**src/rtl/and4_share_arbiter.sv**
```systemverilog
// ============================================================================
// Module   : and4_share_arbiter
// Purpose  : Round-robin arbiter granting one of four requesters exclusive use
//            of a shared 4-input AND reduction unit. Priority rotates past the
//            most recently released requester, and a hold limit forces a
//            release from a requester that keeps its request up too long.
// Ports    : clk     - rising-edge clock
//            rst     - asynchronous active-high reset
//            req     - level request per requester (bit i = requester i)
//            grant   - registered one-hot grant, zero when idle
//            owner   - index of the current / last granted requester
//            busy    - high while any grant is active (OR of grant)
//            timeout - one-cycle pulse on a hold-limit forced release
// Revision : 1.0 - initial release
// ============================================================================
`default_nettype none

module and4_share_arbiter #(
  parameter int MAX_HOLD = 16  // legal range 2..255
) (
  input  logic       clk,
  input  logic       rst,
  input  logic [3:0] req,
  output logic [3:0] grant,
  output logic [1:0] owner,
  output logic       busy,
  output logic       timeout
);

  typedef enum logic {
    IDLE  = 1'b0,
    GRANT = 1'b1
  } state_t;

  // Counter value at which the grant has been held for MAX_HOLD cycles.
  localparam logic [7:0] HOLD_LAST = 8'(MAX_HOLD - 1);

  state_t      state, state_next;
  logic [7:0]  hold_cnt, hold_next;
  logic [1:0]  last, last_next;
  logic [3:0]  grant_next;
  logic [1:0]  owner_next;
  logic        timeout_next;

  logic [3:0]  rot_req;   // req rotated so bit 0 is requester last+1
  logic [1:0]  rot_pos;   // first set position within rot_req
  logic [1:0]  pick_idx;  // winning requester index

  // Rotate the request vector so the search always starts just past the
  // last released requester; the 2-bit index arithmetic wraps mod 4.
  always_comb begin
    for (int k = 0; k < 4; k++) begin
      rot_req[k] = req[last + 2'(k + 1)];
    end
  end

  // Lowest set position wins; scan high-to-low so the last write is lowest.
  always_comb begin
    rot_pos = 2'd0;
    for (int k = 3; k >= 0; k--) begin
      if (rot_req[k]) begin
        rot_pos = 2'(k);
      end
    end
  end

  assign pick_idx = last + 2'd1 + rot_pos;

  always_ff @(posedge clk or posedge rst) begin
    if (rst) begin
      state    <= IDLE;
      grant    <= 4'b0000;
      owner    <= 2'd0;
      busy     <= 1'b0;
      timeout  <= 1'b0;
      hold_cnt <= 8'd0;
      last     <= 2'd3;
    end else begin
      state    <= state_next;
      grant    <= grant_next;
      owner    <= owner_next;
      busy     <= |grant_next;
      timeout  <= timeout_next;
      hold_cnt <= hold_next;
      last     <= last_next;
    end
  end

  always_comb begin
    state_next   = state;
    grant_next   = grant;
    owner_next   = owner;
    hold_next    = hold_cnt;
    last_next    = last;
    timeout_next = 1'b0;

    case (state)
      IDLE: begin
        if (|req) begin
          grant_next = 4'b0001 << pick_idx;
          owner_next = pick_idx;
          hold_next  = 8'd0;
          state_next = GRANT;
        end else begin
          grant_next = 4'b0000;
        end
      end

      GRANT: begin
        if (!req[owner]) begin
          grant_next = 4'b0000;
          last_next  = owner;
          state_next = IDLE;
        end else if (hold_cnt == HOLD_LAST) begin
          grant_next   = 4'b0000;
          last_next    = owner;
          timeout_next = 1'b1;
          state_next   = IDLE;
        end else begin
          hold_next = hold_cnt + 8'd1;
        end
      end

      default: begin
        grant_next = 4'b0000;
        state_next = IDLE;
      end
    endcase
  end

endmodule

`default_nettype wire

```
**config.mk**
```make
export PLATFORM = sky130hd
export DESIGN_NAME = and4_share_arbiter
export DESIGN_NICKNAME = d
export VERILOG_FILES = /design/src/rtl/and4_share_arbiter.sv
export SDC_FILE = /design/constraint.sdc
export NUM_CORES = 1
export LEC_CHECK = 0
export ABC_AREA = 0
export CAP_MARGIN = 20
export CORE_AREA = 4 4 64 66
export DETAILED_ROUTE_END_ITERATION = 8
export DIE_AREA = 0 0 68 70
export PLACE_DENSITY = 0.59
export SLEW_MARGIN = 25
export SYNTH_ARGS = -nofsm -noshare
export SYNTH_HDL_FRONTEND = slang
export SYNTH_SLANG_ARGS = --single-unit
```
**constraint.sdc**
```tcl
create_clock -name clk -period 2.53 [get_ports clk]
set_input_delay 0.506 -clock clk [delete_from_list [all_inputs] [get_ports clk]]
set_output_delay 0.506 -clock clk [all_outputs]
set_load 0.02 [all_outputs]
```
==> run metrics, run 1 <==
outcome completed; Iter 0 DRT Violations 22; DRT antenna net count 0; critical path peak fanout 6; Max Buffers Root-to-Sink 2; worst setup margin ~0.17 ns; max_cap viols 0; ys flop type dfrtp_1; final setup TNS 0 ns; Final Max Slew Viols 0; Post-synth EDFFs 0; Distinct cells, synth 37; Avg Vias per Cell just under 5; CP Class in -> reg; skew final 0.000838 ns; final WL approximately 2.3 mm; Synth Area in Simple Gates 0.217; global route total overflow 0; pre-CTS WS -0.101 ns; placement row count 22; final setup violating endpoints 0; Post-synth ARST share 1.00; reg-to-reg slack, setup 0.29 ns; worst-path cell chain clkdlybuf4s50_1 > nor2_1 > a221oi_1 > o21ai_0 > ha_1 > xnor2_1 > xnor2_1 > xnor2_2 > mux2_2; floorplan core area 3580 µm²; hold slack approximately 0.53 ns; Slew @ Worst Pin about 0.7 ns; Die H approximately 70 µm; PwrDens roughly 1100 nW/µm²; routed len/inst approximately 13 µm; largest family of logic cells by synthesized area simple AND/OR/NAND/NOR gates; layout cells sized above 1 0.195; Worst Path Buf+Inv 1; Max Fclk around 420 MHz; most used cell, CP xnor2_1; vias 864; H-tree lvl count 1; Critical Path Source Type input port; final hold vios 0; Hold Buf Count CTS 0; CTS tree done; vias in the first global route ~950; Initial Util 0.289; Worst Path Arrival about 2.6 ns; Reg clk slew, reported paths roughly 0.1 ns; critical path endpoint category register; CTS Buf Count 3; Yosys reg bits 19; # IOs 14; Tot GR Track Use 0.110; Worst VDD drop 0.000282 V; port bufs 13; total power between 1 and 1.5 mW; Hold Path Class reg -> reg; Layout Area Growth over Synthesis 25.9%; Post-Synth XOR/XNOR Area 0.0424; Syn Inst Count ~110; Post-Syn Area 1030 µm²; total clock sinks 19; Final period util 0.934; GP Congestion about 0.73; Yosys Warn Count 0; static leakage around 0.56 nW; initial antenna violation count 0; number of remaining DRC errors 0; CP max stage cell clkdlybuf4s50_1; Antenna diodes 0; Seq/Total Area, Yosys 0.462; Post-Synth Adder-Cell Area 0.0242; crit path time final between 2 and 2.5 ns; Compound-Gate Fraction of Synth Area 0.159; post-DP HPWL around 1.7 mm; Slew HR 0.525; Syn Area/Cell ~9.7 µm²; die area between 4000 and 5000 µm²; CTS root buf clkbuf_4; largest net degree at the start of global routing 20; Top Family by Delay on Critical Path buffers and inverters; # nets final around 140; die width slightly below 70 µm; first-pass GRT wire length between 4 and 5 mm; WP data required roughly 2.7 ns; Core Util, Final 0.364; mux cell area share after synthesis 0.0617; max incr delay on CP ~0.56 ns; syn nets approximately 120; clock insertion delay at the later pin of the skew report slightly below 0.3 ns; total iterations of the first detailed-routing run 4
[registers in the layout, summed over array words and instances, names as in the netlist]
signal	flops
grant	4
hold_cnt	8
owner	2
timeout	1
last	2
busy	1
state	1
[per-stage QoR]
step | cell area (µm²) | std cells
after floorplan | 1030 | 107
final | 1300 | 176
after CTS | 1290 | 176
after detailed placement | 1270 | 172
after global placement | 1270 | 172
after global routing | 1300 | 176
[cell usage after synthesis, types with 3 or more instances]
master	number	share of area
dfrtp_1	17	0.41
nor2_1	13	0.047
nand2_1	12	0.044
o21ai_0	7	0.034
nand3_1	6	0.029
clkbuf_1	3	0.011
inv_1	3	0.011
nand4_1	3	0.018
o31ai_1	3	0.022
xnor2_1	3	0.025
[worst paths after layout]
| path | from | end | depth (start not counted) |
|---|---|---|---|
| worst min register to register | hold_cnt[6]$_DFFE_PP0P_ | hold_cnt[6]$_DFFE_PP0P_ | 1 |
| min in group asynchronous | rst | hold_cnt[7]$_DFFE_PP0P_ | 2 |
| worst max-delay path | req[1] | owner[1]$_DFFE_PP0P_ | 9 |
| worst max register to register | last[0]$_DFFE_PP1P_ | owner[1]$_DFFE_PP0P_ | 8 |
| max in group asynchronous | rst | busy$_DFF_PP0_ | 2 |
| worst min-delay path | hold_cnt[6]$_DFFE_PP0P_ | hold_cnt[6]$_DFFE_PP0P_ | 1 |
[final cells by class]
class                   instances  area [µm²]
fillers                       373        2280
repair buffers                 22         198
flip-flops and latches         19         478
clock buffers                   4        26.3
inverters                       3        11.3
well taps                      48        60.1
multi-input cells              80         528
[power breakdown]
group          internal, mW  switching, mW
clock network        0.0613         0.0913
registers             0.405          0.103
logic                 0.358          0.376
[routing by layer]
metal,part of all wire,vias up,GRT usage
met1,0.43,417,0.125
met2,0.54,10,0.196
li1,-,433,-
met5,0,-,0
met4,0.015,0,0.0397
met3,0.021,4,0.0193
[cells in the final DEF, fill, tap and decap left out, types with 3 or more instances in the layout]
master	count
nand2_1	12
nand3_1	6
dfrtp_1	17
nor2_1	13
buf_4	9
o31ai_1	3
o21ai_0	7
nand4_1	3
clkbuf_4	3
clkdlybuf4s50_1	13
inv_1	3
[repair_timing]
action                                  4_1_cts  5_1_grt
buffers inserted                              0        0
gates resized for setup                       0        1
endpoints found under the setup margin        0        1
[cell families (layout without fill, tap and decap cells)]
kind of cell / count (synthesis) / in the layout
simple gates: 46 / 46
compound gates: 23 / 23
flops: 19 / 19
buf+inv: 8 / 29
xor+xnor: 5 / 5
mux: 4 / 4
fa+ha+maj: 2 / 2
No activity file was read; power rests on OpenSTA's default activity.
==> run 2, diff against run 1 <==
--- a/config.mk
+++ b/config.mk
@@ -7,11 +7,12 @@
 export LEC_CHECK = 0
 export ABC_AREA = 0
 export CAP_MARGIN = 20
-export CORE_AREA = 4 4 64 66
+export CORE_AREA = 4 4 56 58
 export DETAILED_ROUTE_END_ITERATION = 8
-export DIE_AREA = 0 0 68 70
-export PLACE_DENSITY = 0.59
+export DIE_AREA = 0 0 60 62
+export PLACE_DENSITY = 0.71
 export SLEW_MARGIN = 25
 export SYNTH_ARGS = -nofsm -noshare
 export SYNTH_HDL_FRONTEND = slang
 export SYNTH_SLANG_ARGS = --single-unit
+export TNS_END_PERCENT = 20
==> run metrics, run 2 (synthesized netlist as in run 1, its figures left out) <==
DRT antenna net count 0 (unchanged); reg2reg end owner[1]$_DFFE_PP0P_; reg2reg start last[0]$_DFFE_PP1P_; gr busiest metal met2; Max Fclk 429 MHz (+1.3%); max_cap viols 0 (unchanged); area occupied by multi-input gates 531 µm² (+0.47%); Avg Vias per Cell 5.48 (+12%); CTS tree done; Worst Path Buf+Inv 2 (+1); reg-to-reg slack, setup 0.33 ns (+0.04 ns); commonest cells after routing, fill and taps aside dfrtp_1, nand2_1, nor2_1, clkdlybuf4s50_1; global route total overflow 0 (unchanged); Hold Buf Count CTS 0 (unchanged); FILL cells 256 (-31%); final setup violating endpoints 0 (unchanged); Final Max Slew Viols 0 (unchanged); hold depth 2 (+1); most used cell, CP xnor2_1; final hold vios 0 (unchanged); total clock sinks 19 (unchanged); post-CTS resize count 0 (unchanged); CP Class in -> reg; total iterations of the first detailed-routing run 4 (unchanged); GR Layer Usage met1 0.184 (+0.0590); Die H 62 µm (-11%); Finished Layout Cells 156 (-11%); CTS Buf Count 3 (unchanged); met2 Resource Use GR 0.224 (+0.0278); Worst Path Arrival 2.52 ns (-0.03 ns); first-pass GRT wire length 3.91 mm (-5.2%); Iter 0 DRT Violations 40 (+82%); hold slack 0.539 ns (+0.00774 ns); RSZ-0062 raised after global routing no; crit path time final 2.33 ns (-0.0298 ns); critical path peak fanout 5 (-1); pre-CTS WS -0.154 ns (-0.0526 ns); routed len/inst 14.0 µm (+8.7%); FF/Latch Area 478 µm² (unchanged); CP Launch Point req[0]; max incr delay on CP 0.42 ns (-0.14 ns); post-DP HPWL 1.64 mm (-6.0%); Slew HR 0.530 (+0.00436); # nets final 134 (-2.2%); final WL 2.18 mm (-3.7%); Tot GR Track Use 0.141 (+0.0317); worst setup margin 0.197 ns (+0.0298 ns); Antenna diodes 0 (unchanged); max FFs per register 8 (unchanged); vias in the first global route 847 (-11%); initial antenna violation count 0 (unchanged); Layout Area Growth over Synthesis 22.4%; Max Buffers Root-to-Sink 2 (unchanged); die width 60 µm (-12%); Worst VDD drop 0.000655 V (+130%); H-tree lvl count 1 (unchanged); number of remaining DRC errors 0 (unchanged); clock insertion delay at the later pin of the skew report 0.30 ns (about the same); R2R cell count 8 (unchanged); skew final 0.00538 ns (+0.00454 ns); Hold Path Class reg -> reg; CTS root buf clkbuf_4; Inst Count DP 152 (-12%); Regs by FF count hold_cnt (8), grant (4); port bufs 13 (unchanged); worst-path cell chain clkdlybuf4s50_1 > buf_4 > nor2_1 > nor4_1 > a21oi_1 > o21ai_1 > ha_1 > xnor2_1 > xnor2_1 > xnor2_2 > mux2_2; CP max stage cell clkdlybuf4s50_1; floorplan core area 2660 µm² (-26%); PwrDens 1100 nW/µm² (+2.4%); Top Family by Delay on Critical Path buffers and inverters; # IOs 14 (unchanged); placement row count 19 (-14%); WHS Endpoint grant[0]$_DFF_PP0_; Reg clk slew, reported paths 0.11 ns (about the same); Post-CTS Setup Bufs 0 (unchanged); largest net degree at the start of global routing 20 (unchanged); hold wc startpoint grant[0]$_DFF_PP0_; static leakage 0.567 nW (+0.77%); Final period util 0.922 (-0.0118); Top reg by flops hold_cnt; Slew @ Worst Pin 0.705 ns (-0.00653 ns); die area 3720 µm² (-22%); most common cell after layout, fill and taps aside dfrtp_1; outcome completed; WP data required 2.72 ns (about the same); Critical Path Source Type input port; vias 855 (-1.0%); critical path endpoint category register; GP Congestion 0.892 (+23%); layout cells sized above 1 0.184 (-0.0113); M3 GR Usage 0.0207 (+0.00137); Initial Util 0.388 (+0.0993)
run 2: how the worst max path moves through the flow:
| stage | to | slack, ns | cells past startpoint |
|---|---|---|---|
| 4_1_cts | owner[1]$_DFFE_PP0P_ | 0.14 | 10 |
| 3_3_place_gp | owner[1]$_DFFE_PP0P_ | -0.08 | 10 |
| 2_1_floorplan | owner[1]$_DFFE_PP0P_ | 0.37 | 9 |
| 6_report | owner[1]$_DFFE_PP0P_ | 0.20 | 11 |
| 5_1_grt | owner[1]$_DFFE_PP0P_ | 0.02 | 10 |
| 3_5_place_dp | grant[1]$_DFF_PP0_ | -0.15 | 10 |
run 2: worst reg2reg max path: cells and delay by family, from the launching register on:
family          cells  cell delay (ns)
compound gates      2             0.38
xor+xnor            3             0.54
fa+ha+maj           1             0.19
flops               1             0.63
mux                 1             0.28
simple gates        1             0.07
run 2: cell type report:
class / instances / share of cell area
Multi-Input combinational cell: 80 / 0.419
Sequential cell: 19 / 0.378
Timing Repair Buffer: 19 / 0.142
Tap cell: 31 / 0.0307
Clock buffer: 4 / 0.0208
Inverter: 3 / 0.00890
run 2: power breakdown:
group	total (mW)	switching, mW	internal [mW]
Combinational	0.728	0.372	0.356
Sequential	0.507	0.102	0.405
Clock	0.154	0.0924	0.0614
run 2: layer usage:
| layer | vias to the layer above | part of all wire | wire length, µm |
|---|---|---|---|
| met3 | 4 | 0.038 | 82 |
| met1 | 410 | 0.46 | 1010 |
| met4 | 0 | 0.021 | 45 |
| li1 | 425 | - | - |
| met2 | 16 | 0.48 | 1050 |
| met5 | - | 0 | 0 |
run 2: per-stage QoR:
stage	util	power [mW]	TNS, ns	cell area (µm²)
after floorplan	-	1.01	0	1030
after global placement	0.460	1.19	-0.276	1220
after detailed placement	0.460	1.21	-0.686	1220
after CTS	0.469	1.37	0	1250
after global routing	0.475	1.49	0	1260
final	0.475	1.39	0	1260
